==> config.mk <==
export PLATFORM = sky130hd
export DESIGN_NAME = alu_share_arbiter
export DESIGN_NICKNAME = d
export VERILOG_FILES = /design/src/rtl/alu_share_arbiter.sv
export SDC_FILE = /design/constraint.sdc
export NUM_CORES = 1
export LEC_CHECK = 0
export CAP_MARGIN = 15
export CORE_AREA = 2 2 137 139
export DETAILED_ROUTE_END_ITERATION = 16
export DIE_AREA = 0 0 139 141
export PLACE_DENSITY = 0.65
export SLEW_MARGIN = 30
export SYNTH_ARGS = -nofsm -noshare
export SYNTH_HDL_FRONTEND = slang
export SYNTH_SLANG_ARGS = --single-unit
export TNS_END_PERCENT = 5
==> constraint.sdc <==
create_clock -name clk -period 4.7 [get_ports clk]
set_clock_uncertainty 0.1 [all_clocks]
set_input_delay 0.94 -clock clk [delete_from_list [all_inputs] [get_ports clk]]
set_output_delay 0.94 -clock clk [all_outputs]
set_load 0.01 [all_outputs]
==> src/rtl/alu_share_arbiter.sv <==
// Round-robin share of the EX-stage ALU between the main pipeline (port 0)
// and an auxiliary requester (port 1), with a one-entry response buffer per port.
module alu_share_arbiter #(
   parameter int TAG_W = 4
) (
   input  logic             clk,
   input  logic             rst,
   input  logic             req0_valid,
   output logic             req0_ready,
   input  logic [31:0]      req0_a,
   input  logic [31:0]      req0_b,
   input  logic [3:0]       req0_op,
   input  logic [TAG_W-1:0] req0_tag,
   input  logic             req1_valid,
   output logic             req1_ready,
   input  logic [31:0]      req1_a,
   input  logic [31:0]      req1_b,
   input  logic [3:0]       req1_op,
   input  logic [TAG_W-1:0] req1_tag,
   output logic             rsp0_valid,
   input  logic             rsp0_ready,
   output logic [31:0]      rsp0_result,
   output logic [3:0]       rsp0_flags,
   output logic [TAG_W-1:0] rsp0_tag,
   output logic             rsp1_valid,
   input  logic             rsp1_ready,
   output logic [31:0]      rsp1_result,
   output logic [3:0]       rsp1_flags,
   output logic [TAG_W-1:0] rsp1_tag,
   output logic [31:0]      alu_a,
   output logic [31:0]      alu_b,
   output logic [3:0]       alu_ctrl,
   input  logic [31:0]      alu_result,
   input  logic             alu_zero,
   input  logic             alu_negative,
   input  logic             alu_carry,
   input  logic             alu_overflow,
   output logic [15:0]      conflict_cnt
);

   logic       elig0;
   logic       elig1;
   logic       grant0;
   logic       grant1;
   logic       last_grant;
   logic [3:0] alu_flags;

   // A full buffer can still accept a new op when it drains in the same cycle.
   always_comb begin
      elig0  = req0_valid && (!rsp0_valid || rsp0_ready);
      elig1  = req1_valid && (!rsp1_valid || rsp1_ready);
      grant0 = !rst && elig0 && (!elig1 || last_grant);
      grant1 = !rst && elig1 && (!elig0 || !last_grant);
   end

   assign req0_ready = grant0;
   assign req1_ready = grant1;
   assign alu_flags  = {alu_overflow, alu_carry, alu_negative, alu_zero};

   always_comb begin
      alu_a    = 32'd0;
      alu_b    = 32'd0;
      alu_ctrl = 4'd0;
      if (grant0) begin
         alu_a    = req0_a;
         alu_b    = req0_b;
         alu_ctrl = req0_op;
      end else if (grant1) begin
         alu_a    = req1_a;
         alu_b    = req1_b;
         alu_ctrl = req1_op;
      end
   end

   always_ff @(posedge clk) begin
      if (rst) begin
         rsp0_valid  <= 1'b0;
         rsp0_result <= '0;
         rsp0_flags  <= '0;
         rsp0_tag    <= '0;
         rsp1_valid  <= 1'b0;
         rsp1_result <= '0;
         rsp1_flags  <= '0;
         rsp1_tag    <= '0;
      end else begin
         if (grant0) begin
            rsp0_valid  <= 1'b1;
            rsp0_result <= alu_result;
            rsp0_flags  <= alu_flags;
            rsp0_tag    <= req0_tag;
         end else if (rsp0_valid && rsp0_ready) begin
            rsp0_valid <= 1'b0;
         end
         if (grant1) begin
            rsp1_valid  <= 1'b1;
            rsp1_result <= alu_result;
            rsp1_flags  <= alu_flags;
            rsp1_tag    <= req1_tag;
         end else if (rsp1_valid && rsp1_ready) begin
            rsp1_valid <= 1'b0;
         end
      end
   end

   // last_grant resets to port 1 so that port 0 wins the first tie.
   always_ff @(posedge clk) begin
      if (rst) begin
         last_grant   <= 1'b1;
         conflict_cnt <= 16'd0;
      end else begin
         if (grant0) begin
            last_grant <= 1'b0;
         end else if (grant1) begin
            last_grant <= 1'b1;
         end
         if (elig0 && elig1 && conflict_cnt != 16'hFFFF) begin
            conflict_cnt <= conflict_cnt + 16'd1;
         end
      end
   end

endmodule

==> run metrics, run 1 <==
Post-route DRC=0; CORE AREA=18300 sq um; pin count of the biggest net entering global routing=70; Avg WL per Cell=17.6 microns; placed instance count=1105; DR vias=5308; gr ovfl total=0; Yosys cell types=45; Via density=around 4.7; synth warn=0; post-route ant nets=0; fin crit period=~4.2 ns; Mapped Avg Cell Area=between 8 and 9 sq um; cell area after synthesis=roughly 4500 sq um; Seq cells post-synth=between 90 and 100; H-tree levels=3; Worst Hold Slack=between 0.3 and 0.4 ns; register area=1980 sq um; maximum VDD drop=between 0.00015 and 0.0002 V; clock group share of total power=between 30% and 40%; max-slew violations=0; Post-synth EDFFs=0; status=finished clean; die width=roughly 140 microns; r2r startpoint=rsp0_valid$_SDFFE_PP0P_; Setup crit end kind=output pin; first-pass GRT wire length=between 20000 and 30000 microns; P_int=0.00166 W; Ports=approximately 350; synthesized netlist cell count=between 500 and 600; Final Cell Area=approximately 8500 sq um; Total GRT Usage=19.0%; sequential share of the synthesized area=between 40% and 50%; TritonCTS buffer count=9; Synth Flop Type=dfxtp_1; hold crit path type=reg2reg; fin cells=between 1000 and 1500; crit share post-route=90.2%; clock sink total=99; placed instance area=8220 sq um; CP Launch Type=input port; Slew HR=a little over half; Post-Route WL=roughly 20000 microns; Hold Crit Start=rsp0_result[25]$_SDFFE_PP0P_; Power Dens Cells=about 270 nW/um^2; most frequent cell after synthesis=nand2_1; Detail Placement HPWL=roughly 15000 microns; CTS tree=done; synth top area cells=dfxtp_1 44%, nand2_1 14%, a22o_1 13%; fill count=1823; Worst-Margin Slew=0.695 ns; WP data arrival=about 3.2 ns; Final nets=1069; P_leak=approximately 3.1 nW; Post-CTS Setup Inserts=0; setup violators final=0; layout cells sized above 1=around 4.6%; ys async rst share=0%; Clock Tree Buf Depth=2; register share of total power=39.7%; crit path launch=rsp0_ready; Post-synth top cells=168 x nand2_1, 99 x dfxtp_1, 91 x a21oi_1; Setup TNS=0 ns; post-cts resize count=0; Initial Util=about 25%; r2r setup slk=approximately 2.4 ns; die area=roughly 20000 sq um; clk_lat worst skew=approximately 0.34 ns; CP required=roughly 3.7 ns; Area Overhead vs Synth=90.8%; Synth area leader=dfxtp_1; Psw=~0.00063 W; Reg clk slew, reported paths=0.07 ns; RSZ-0062 raised after global routing=no; antenna violations before repair=3; Pre-Repair DR Iteration Count=6; number of global-route vias before repair=~5000; kind of critical path=in2out; GP Congestion=approximately 0.90; area of the multi-input gates=roughly 2300 sq um; final hold violation count=0; DRT iter0 DRCs=roughly 170; IO Port Bufs=about 350; max_cap viols=0; hold buffers post-CTS=0; die height=between 100 and 150 microns; Sw Share=27.4%; Synth Net Count=741; final core occ=46.8%; CTS Root Cell=clkbuf_16; top cell type's share of synthesized area=roughly 44%; Max FO, Critical Path=between 60 and 70; FP Rows=50; Fmax=approximately 240 MHz; Logic pwr share=a little over a quarter
-- final cells by class --
cell class | count | area share (%)
repair buffers | 364 | 42.6
multi-input cells | 405 | 27.0
flip-flops and latches | 99 | 23.2
well taps | 234 | 3.42
clock buffers | 9 | 2.63
clock inverters | 7 | 0.995
inverters | 3 | 0.132
diodes | 3 | 0.0878
-- power groups by stage --
stage	logic [W]	registers, W	clock network [W]
floorplan	0.000196	0.000950	0
global placement	0.000610	0.000927	0
detailed placement	0.000612	0.000930	0
CTS	0.000613	0.000910	0.000803
global route	0.000650	0.000917	0.000835
finish	0.000607	0.000910	0.000776
-- per-layer routing --
layer	vias to the layer above	wire (microns)	track usage, %
met5	-	0	0
met4	0	442	6.38
met3	21	1320	5.50
met2	204	9970	34.1
met1	2466	8020	21.8
li1	2617	-	-
-- worst paths after layout --
kind                            cells past startpoint                            to
worst max-delay path                                7                     alu_b[19]
worst min-delay path                                2  rsp0_result[25]$_SDFFE_PP0P_
worst max register to register                      5  conflict_cnt[6]$_SDFFE_PP0P_
worst min register to register                      2  rsp0_result[25]$_SDFFE_PP0P_
-- cell families (layout without fill, tap and decap cells) --
group           Yosys count  after routing  share of synthesized area [%]
other cells               0              3                              0
compound gates          179            179                           27.4
simple gates            220            220                           21.8
fa+ha+maj                 1              1                          0.279
mux                       5              5                           1.26
flops                    99             99                           44.2
buf+inv                  50            383                           5.02
-- state kept, by name (all words and copies together), names as in the netlist --
| signal | count |
|---|---|
| conflict_cnt | 16 |
| last_grant | 1 |
| rsp0_flags | 4 |
| rsp0_result | 32 |
| rsp0_tag | 4 |
| rsp0_valid | 1 |
| rsp1_flags | 4 |
| rsp1_result | 32 |
| rsp1_tag | 4 |
| rsp1_valid | 1 |
-- cell usage in the layout (no fill, tap or decap), drive strengths merged, types with 9 or more instances in the layout --
| cell | n |
|---|---|
| a21oi | 91 |
| clkdlybuf4s50 | 352 |
| nor2 | 10 |
| buf | 12 |
| clkbuf | 9 |
| a22o | 68 |
| dfxtp | 99 |
| nand2 | 168 |
-- per-stage QoR --
| step | worst slack [ns] | total power [W] |
|---|---|---|
| floorplan | 1.42 | 0.00115 |
| global placement | 0.407 | 0.00154 |
| detailed placement | 0.424 | 0.00154 |
| CTS | 0.424 | 0.00233 |
| global route | 0.378 | 0.00240 |
| finish | 0.462 | 0.00229 |
-- worst max-delay path, cell delays in order --
cell and delay, ns:
clkdlybuf4s50_1 0.43, nand2b_1 0.18, a311o_2 0.44, nor2_4 0.11, buf_12 0.28, a22o_1 0.22, clkdlybuf4s50_1 0.56
Power figures use the tool's default switching activity.
==> run 2: changes to the inputs <==
CAP_MARGIN = not set   (was 15)
SKIP_LAST_GASP = 1   (was not set)
==> results of run 2 <==
The final DEF is identical to that of run 1; final timing and power are the same.
